[config.mk]
export PLATFORM = sky130hd
export DESIGN_NAME = cache_test_sequencer
export DESIGN_NICKNAME = d
export VERILOG_FILES = /design/src/rtl/cache_test_sequencer.sv
export SDC_FILE = /design/constraint.sdc
export NUM_CORES = 1
export LEC_CHECK = 0
export CAP_MARGIN = 20
export CORE_MARGIN = 1
export CORE_UTILIZATION = 40
export CTS_CLUSTER_SIZE = 8
export DETAILED_ROUTE_END_ITERATION = 10
export HOLD_SLACK_MARGIN = 0.15
export PLACE_DENSITY = 0.69
export SLEW_MARGIN = 15
export SYNTH_ARGS = -nofsm -noshare
export SYNTH_HDL_FRONTEND = slang
export SYNTH_SLANG_ARGS = --single-unit
export TNS_END_PERCENT = 50
[constraint.sdc]
create_clock -name clk -period 3.5 [get_ports clk]
set_input_delay 0.525 -clock clk [delete_from_list [all_inputs] [get_ports clk]]
set_output_delay 0.525 -clock clk [all_outputs]
set_load 0.05 [all_outputs]
[src/rtl/cache_test_sequencer.sv]
// Walks the cache-test instruction ROM from index 0 and issues each valid entry
// to the cache under a req/ack handshake, collecting latency and hit/miss counts.
module cache_test_sequencer #(
    parameter int TIMEOUT = 64,
    parameter int CNT_W   = 16
) (
    input  logic             clk,
    input  logic             rst,
    input  logic             start,
    output logic [3:0]       rom_index,
    input  logic             rom_valid,
    input  logic             rom_write,
    input  logic [31:0]      rom_addr,
    input  logic [2:0]       rom_u_b_h_w,
    output logic             cache_req,
    output logic             cache_write,
    output logic [31:0]      cache_addr,
    output logic [2:0]       cache_u_b_h_w,
    output logic [31:0]      cache_din,
    input  logic             cache_ack,
    output logic             busy,
    output logic             done,
    output logic             error,
    output logic [CNT_W-1:0] total_cycles,
    output logic [7:0]       hit_cnt,
    output logic [7:0]       miss_cnt,
    output logic [7:0]       last_lat
);

    typedef enum logic [2:0] {
        S_IDLE  = 3'd0,
        S_CHECK = 3'd1,
        S_REQ   = 3'd2,
        S_DONE  = 3'd3,
        S_ERROR = 3'd4
    } state_t;

    localparam logic [15:0]      TIMEOUT_L = 16'(TIMEOUT);
    localparam logic [CNT_W-1:0] TOT_ZERO  = {CNT_W{1'b0}};
    localparam logic [CNT_W-1:0] TOT_MAX   = {CNT_W{1'b1}};
    localparam logic [CNT_W-1:0] TOT_ONE   = {{(CNT_W-1){1'b0}}, 1'b1};

    function automatic logic [7:0] sat_inc8(input logic [7:0] v);
        return (v == 8'hFF) ? v : v + 8'h01;
    endfunction

    state_t           state_q, state_d;
    logic [3:0]       rom_index_q, rom_index_d;
    logic             req_q, req_d;
    logic             wr_q, wr_d;
    logic [31:0]      addr_q, addr_d;
    logic [2:0]       ubhw_q, ubhw_d;
    logic [31:0]      din_q, din_d;
    logic [CNT_W-1:0] tot_q, tot_d;
    logic [7:0]       hit_q, hit_d;
    logic [7:0]       miss_q, miss_d;
    logic [7:0]       last_q, last_d;
    logic [15:0]      lat_q, lat_d;
    logic [15:0]      latency_s;

    // Latency of the current request if it completes in this cycle.
    assign latency_s = lat_q + 16'd1;

    // Next-state and datapath updates for the sequencer.
    always_comb begin
        state_d     = state_q;
        rom_index_d = rom_index_q;
        req_d       = req_q;
        wr_d        = wr_q;
        addr_d      = addr_q;
        ubhw_d      = ubhw_q;
        din_d       = din_q;
        tot_d       = tot_q;
        hit_d       = hit_q;
        miss_d      = miss_q;
        last_d      = last_q;
        lat_d       = lat_q;
        case (state_q)
            S_IDLE, S_DONE, S_ERROR: begin
                if (start) begin
                    state_d     = S_CHECK;
                    rom_index_d = 4'h0;
                    tot_d       = TOT_ZERO;
                    hit_d       = 8'h00;
                    miss_d      = 8'h00;
                    last_d      = 8'h00;
                end else begin
                    state_d = state_q;
                end
            end
            S_CHECK: begin
                if (!rom_valid) begin
                    state_d = S_DONE;
                end else begin
                    wr_d    = rom_write;
                    addr_d  = rom_addr;
                    ubhw_d  = rom_u_b_h_w;
                    din_d   = {24'hA5A5A5, 4'h0, rom_index_q};
                    lat_d   = 16'd0;
                    req_d   = 1'b1;
                    state_d = S_REQ;
                end
            end
            S_REQ: begin
                tot_d = (tot_q == TOT_MAX) ? tot_q : tot_q + TOT_ONE;
                if (cache_ack) begin
                    last_d = (latency_s > 16'd255) ? 8'hFF : latency_s[7:0];
                    if (latency_s == 16'd1) begin
                        hit_d = sat_inc8(hit_q);
                    end else begin
                        miss_d = sat_inc8(miss_q);
                    end
                    req_d = 1'b0;
                    // Index 15 is the last ROM slot; finish there rather than wrap.
                    if (rom_index_q == 4'hF) begin
                        state_d = S_DONE;
                    end else begin
                        rom_index_d = rom_index_q + 4'h1;
                        state_d     = S_CHECK;
                    end
                end else if (latency_s == TIMEOUT_L) begin
                    req_d   = 1'b0;
                    state_d = S_ERROR;
                end else begin
                    lat_d = latency_s;
                end
            end
            default: begin
                state_d = S_IDLE;
                req_d   = 1'b0;
            end
        endcase
    end

    // State and datapath registers with asynchronous active-low reset.
    always_ff @(posedge clk or negedge rst) begin
        if (!rst) begin
            state_q     <= S_IDLE;
            rom_index_q <= 4'h0;
            req_q       <= 1'b0;
            wr_q        <= 1'b0;
            addr_q      <= 32'h0000_0000;
            ubhw_q      <= 3'b000;
            din_q       <= 32'h0000_0000;
            tot_q       <= TOT_ZERO;
            hit_q       <= 8'h00;
            miss_q      <= 8'h00;
            last_q      <= 8'h00;
            lat_q       <= 16'd0;
        end else begin
            state_q     <= state_d;
            rom_index_q <= rom_index_d;
            req_q       <= req_d;
            wr_q        <= wr_d;
            addr_q      <= addr_d;
            ubhw_q      <= ubhw_d;
            din_q       <= din_d;
            tot_q       <= tot_d;
            hit_q       <= hit_d;
            miss_q      <= miss_d;
            last_q      <= last_d;
            lat_q       <= lat_d;
        end
    end

    assign rom_index     = rom_index_q;
    assign cache_req     = req_q;
    assign cache_write   = wr_q;
    assign cache_addr    = addr_q;
    assign cache_u_b_h_w = ubhw_q;
    assign cache_din     = din_q;
    assign total_cycles  = tot_q;
    assign hit_cnt       = hit_q;
    assign miss_cnt      = miss_q;
    assign last_lat      = last_q;
    assign busy          = (state_q == S_CHECK) || (state_q == S_REQ);
    assign done          = (state_q == S_DONE);
    assign error         = (state_q == S_ERROR);

endmodule

==> results of run 1 <==
-- report_power, final --
| group | switching [mW] | internal [mW] | total, mW |
|---|---|---|---|
| registers | 0.241 | 1.52 | 1.76 |
| logic | 1.85 | 1.00 | 2.85 |
| clock network | 0.463 | 0.490 | 0.953 |
-- cells by family (layout without fill, tap and decap cells) --
| logic type | Yosys count | in the layout | synth area share (%) |
|---|---|---|---|
| simple gates | 176 | 176 | 16.7 |
| compound gates | 106 | 106 | 13.9 |
| flops | 105 | 105 | 47.7 |
| buf+inv | 69 | 185 | 7.51 |
| mux | 46 | 46 | 9.28 |
| xor+xnor | 21 | 21 | 3.34 |
| fa+ha+maj | 7 | 7 | 1.59 |
| other cells | 1 | 16 | 0.0680 |
-- per-layer routing --
metal,up-vias,share of wire (%)
met4,0,2.1
met5,-,0
met2,133,48
li1,2104,-
met3,17,4.9
met1,2190,44
-- placed cells by master (no fill, tap or decap), types with 3 or more instances in the layout --
cell type	synthesis	final
inv_1	14	14
o211ai_1	8	8
and2_1	3	3
a31oi_1	5	5
clkbuf_16	0	9
o31ai_1	9	9
or3_1	14	14
nor2b_1	3	3
a21oi_1	18	18
xnor2_1	12	12
o2bb2ai_1	3	3
dfrtp_1	105	105
a21o_1	11	11
mux2i_1	5	5
ha_1	7	7
buf_4	29	13
mux2_2	41	41
xor2_1	9	9
nand3_1	29	29
or2_2	5	5
nand2_1	36	36
nand2b_1	6	6
nor3_1	9	8
nand4_1	9	9
nor2_1	36	36
conb_1	1	16
o22ai_1	3	3
and4_2	3	3
clkdlybuf4s50_1	0	139
o21ai_0	26	26
and3_1	12	12
-- flip-flops by register name (all words and copies together), names as in the netlist, 3 cells and up --
name / cells
hit_cnt: 8
rom_index: 4
total_cycles: 16
cache_u_b_h_w: 3
lat_q: 16
miss_cnt: 8
cache_din: 5
cache_addr: 32
state_q: 3
last_lat: 8
-- layout make-up --
cell class	count	area [um^2]
clock inverter	5	41.3
clock buffer	11	233
inverter	15	56.3
timing repair buffer	154	1530
multi-input combinational	372	2530
sequential	105	2630
tap	176	220
fill	1184	6110
-- timing repair --
action                                 CTS  global route
endpoints found under the hold margin    0             3
buffers inserted                         0             0
hold buffers                             0             1
-- final timing paths --
path / end
max: state_q[2]
min: last_lat[5]
max reg2reg: state_q[2]
min reg2reg: last_lat[5]
max in group asynchronous: cache_addr[10]
min in group asynchronous: last_lat[2]
-- stage by stage --
step                cells  total power [mW]  cell area (um^2)
finish                838              5.57              7240
global route          838              5.84              7240
CTS                   836              5.62              7200
detailed placement    820              4.64              6930
global placement      820              4.59              6930
floorplan             546              3.71              5570
==> results.json, run 1 <==
{
  "worst_pin_slew_ps": 662,
  "die_area_mm2": 0.0143,
  "grt_max_degree": 80,
  "grt_pass1_vias": 4239,
  "io_buffer_count": 140,
  "avgRoutedWirePerCell_um": 15.9,
  "setup_viol": 0,
  "reg2reg_setup_slack_ps": 540,
  "synthDominantCellAreaShare_pct": 47.7,
  "layout_setup_ws_ps": 544,
  "timing.fmax_mhz": 338,
  "finClkSkew_ps": 7.49,
  "synth-seq-cells": 105,
  "final_nets": 705,
  "rows": 42,
  "p_leak_nw": 3.09,
  "cts-htree-levels": 3,
  "drive_gt1_share_pct": 14.2,
  "r2r-start": "lat_q[0]",
  "peakVddDrop_mv": 0.430,
  "outcome": "completed",
  "core_area_mm2": 0.0133,
  "dp_slack_ps": 484,
  "power_density_mw_per_mm2": 769,
  "cts_sinks": 105,
  "synth_area_leaders": "dfrtp_1 (48%), mux2_2 (8.4%), buf_4 (3.9%), nand3_1 (2.6%), nand2_1 (2.5%)",
  "post-synth-top-count-cell": "dfrtp_1",
  "syn2layout_area_growth_pct": 31.3,
  "cp.buffers_inverters": 1,
  "timing.final.crit_share_pct": 84.4,
  "slew_viol_final": 0,
  "top_usage_layer": "met2",
  "start_kind": "flop",
  "fin_setup_tns_ps": 0,
  "synth_seq_area_share_pct": 47.7,
  "worstPathMaxFanout": 12,
  "worst_hold_path_type": "flop to flop",
  "cts_tree": "built",
  "path_delay_family": "simple AND/OR/NAND/NOR gates",
  "fp.dieW_um": 119,
  "synth_area_mm2": 0.00551,
  "start_util_pct": 41.3,
  "drv_cap": 0,
  "crit_cells": 9,
  "cts_made_buffers": 9,
  "gp_congestion": 0.884,
  "hold_slack_ps": 478,
  "hold_viol": 0,
  "drtIter0Drc": 264,
  "grt_usage_pct": 19.2,
  "arrival_ps": 3230,
  "wl_mm": 13.3,
  "die_h_um": 119,
  "yosysTopAreaCell": "dfrtp_1",
  "synth.avg_cell_area_um2": 10.4,
  "critPathLaunch": "lat_q[0]",
  "grt_setup_unrepaired": "false",
  "routed_via_density": 5.30,
  "grt_pass1_wl_mm": 21.5,
  "criticalPathCategory": "flop to flop",
  "synth_common_cells": "dfrtp_1 (105), mux2_2 (41), nand2_1 (36), nor2_1 (36)",
  "ys_types": 58,
  "overflow": 0,
  "critPathMostFrequentCell": "nand3_1",
  "gr-usage-met3_pct": 3.98,
  "drc": 0,
  "clkTransAtPathRegs_ps": 70,
  "cp_slowest_cell": "dfrtp_1",
  "yosys_most_used_dff": "dfrtp_1",
  "synthArstFlopShare_pct": 100,
  "ys.warnings.count": 0,
  "slowest_delay_ps": 510,
  "via_count": 4444,
  "hold_depth": 1,
  "root_buffer": "clkbuf_16",
  "period_minus_slack_ps": 2960,
  "max_slew_margin_pct": 55.4,
  "rr_worst_depth": 9,
  "antenna_found_initial": 0,
  "end_kind": "flop",
  "crit_chain": "ha_1, nand3_1, nor3_1, mux2_2, a2111oi_4, buf_4, nand3_1, or3_1, a21oi_1",
  "diodes": 0,
  "pin_count": 157,
  "worstPathRequired_ps": 3770,
  "cts-resized-gates": 0,
  "dr.pass1.iters": 6,
  "dp_hpwl_mm": 9.39,
  "use_met2_pct": 31.7,
  "ant_nets": 0,
  "gr-usage-met1_pct": 24.1,
  "ctsLongestPathBuffers": 2,
  "clock_latency_ps": 350,
  "synth_edf_count": 0,
  "hold_start": "last_lat[5]",
  "final_util_pct": 54.2,
  "syn_inst": 531
}
No activity file was read; power rests on OpenSTA's default activity.
==> inputs of run 2 (changes only) <==
- PLACE_DENSITY: 0.69 -> 0.72
- clock period: 3.5 -> 2.6 ns (I/O delays scaled with it)
==> run 2 against run 1 <==
Net effect:
- clock skew grew 2.1 ps
- combinational power grew 42%
- first-iteration DRC count grew 21%
- register-to-register slack lost 390 ps
- largest cell class unchanged
- largest power group unchanged
==> results.json, run 2 (same netlist as run 1, synthesis figures left out) <==
{
  "p_leak_nw": 3.23,
  "seqCellArea_mm2": 0.00263,
  "start_kind": "flop",
  "layout_commonest_cell": "clkdlybuf4s50_1",
  "cts_tree": "built",
  "reg2reg_setup_slack_ps": 150,
  "cp_slowest_cell": "o41a_1",
  "slowest_delay_ps": 380,
  "dp_hpwl_mm": 10.1,
  "cp.buffers_inverters": 2,
  "timing.fmax_mhz": 409,
  "fp.dieW_um": 119,
  "hold_viol": 0,
  "syn2layout_area_growth_pct": 35.3,
  "grt_setup_unrepaired": "true",
  "timing.final.crit_share_pct": 94.1,
  "largest_reg_flops": 32,
  "grt_pass1_vias": 4534,
  "end_kind": "flop",
  "drc": 0,
  "timing.rr.end": "lat_q[5]",
  "holdPathEnd": "last_lat[3]",
  "diodes": 0,
  "max_slew_margin_pct": 57.9,
  "routed_via_density": 5.32,
  "cts-htree-levels": 3,
  "io_buffer_count": 140,
  "multiInputGateArea_mm2": 0.00254,
  "stdcell_area_mm2": 0.00746,
  "gp_congestion": 0.908,
  "rows": 42,
  "cts_made_buffers": 9,
  "root_buffer": "clkbuf_16",
  "outcome": "completed",
  "start_util_pct": 41.3,
  "worstPathMaxFanout": 4,
  "drive_gt1_share_pct": 17.9,
  "avgRoutedWirePerCell_um": 16.1,
  "ant_nets": 0,
  "clkTransAtPathRegs_ps": 70,
  "path_delay_family": "compound AO/OA/AOI/OAI gates",
  "hold_depth": 1,
  "final_cell_mix": "clkdlybuf4s50_1 (137), dfrtp_1 (105), mux2_2 (41)",
  "grt_max_degree": 48,
  "worst_hold_path_type": "flop to flop",
  "ctsLongestPathBuffers": 2,
  "arrival_ps": 2730,
  "overflow": 0,
  "die_h_um": 119,
  "finClkSkew_ps": 9.56,
  "placed_area_mm2": 0.00714,
  "antenna_found_initial": 0,
  "core_area_mm2": 0.0133,
  "drv_cap": 0,
  "n_fill_cell": 1194,
  "layout_setup_ws_ps": 153,
  "peakVddDrop_mv": 0.517,
  "crit_chain": "ha_1, nand3_1, buf_4, o41a_1, a31oi_2, nor2_1, a31o_2, buf_4, or3_1, nand3_1",
  "dp_slack_ps": 85.6,
  "hold_start": "last_lat[3]",
  "worst_pin_slew_ps": 632,
  "slew_viol_final": 0,
  "wl_mm": 13.9,
  "power_density_mw_per_mm2": 1030,
  "hold_slack_ps": 478,
  "setup_viol": 0,
  "final_nets": 730,
  "drtIter0Drc": 320,
  "period_minus_slack_ps": 2450,
  "worstPathRequired_ps": 2890,
  "grt_usage_pct": 20.1,
  "die_area_mm2": 0.0143,
  "criticalPathCategory": "flop to flop",
  "fin_setup_tns_ps": 0,
  "rr_worst_depth": 10,
  "dr.pass1.iters": 4,
  "grt_pass1_wl_mm": 22.5,
  "critPathLaunch": "lat_q[0]",
  "clock_latency_ps": 350,
  "pin_count": 157,
  "via_count": 4589,
  "r2r-start": "lat_q[0]",
  "cts_sinks": 105
}
==> run 2: cell count changes in the layout (fill, tap and decap cells not counted), moves of 2 or more <==
cell	previous run	this run
clkdlybuf4s50_1	139	137
clkbuf_8	0	2
inv_6	0	2
buf_4	13	37
buf_12	0	2
==> run 2: metal layers <==
layer,share of wire [%],global-route usage [%],vias to the layer above
met1,41,24.5,2244
met2,50,33.7,167
met4,2.8,9.84,0
met5,0,0,-
li1,-,-,2154
met3,6.4,4.41,24
==> run 2: final cells by class <==
class / count / share of cell area [%]
Clock inverter: 4 / 0.453
Tap cell: 176 / 2.95
Multi-Input combinational cell: 372 / 34.1
Inverter: 15 / 0.755
Timing Repair Buffer: 179 / 23.1
Clock buffer: 12 / 3.44
Sequential cell: 105 / 35.2
==> run 2: metrics by stage <==
| stage | cells | power, mW | utilization (%) |
|---|---|---|---|
| final | 863 | 7.70 | 55.9 |
| after global routing | 863 | 8.06 | 55.9 |
| after CTS | 863 | 7.78 | 55.8 |
| after detailed placement | 846 | 6.40 | 53.5 |
| after global placement | 846 | 6.32 | 53.5 |
| after floorplan | 546 | 4.99 | - |
==> run 2: how the worst max path moves through the flow <==
stage / endpoint / cells past startpoint
final: lat_q[5] / 10
after CTS: done / 3
after detailed placement: total_cycles[12] / 7
after global placement: miss_cnt[2] / 7
after global routing: hit_cnt[3] / 9
after floorplan: lat_q[2] / 9
==> run 2: what timing repair did <==
| action | 4_1_cts | 5_1_grt |
|---|---|---|
| buffers inserted | 0 | 0 |
| gates resized for setup | 0 | 4 |
| setup endpoints to repair | 0 | 9 |
| hold buffers | 1 | 0 |
| endpoints found under the hold margin | 44 | 0 |
==> run 2: report_power, final <==
group          total, mW  internal (mW)  switching (mW)
Sequential          2.32           2.04           0.279
Combinational       4.04           1.47            2.57
Clock               1.34          0.712           0.624
Total               7.70           4.22            3.47
==> inputs of run 3 (changes only) <==
- CAP_MARGIN: 20 -> default
- CTS_CLUSTER_SIZE: 8 -> 25
==> results of run 3 <==
Same layout as run 2: the final DEF is identical, and so are final timing and power.
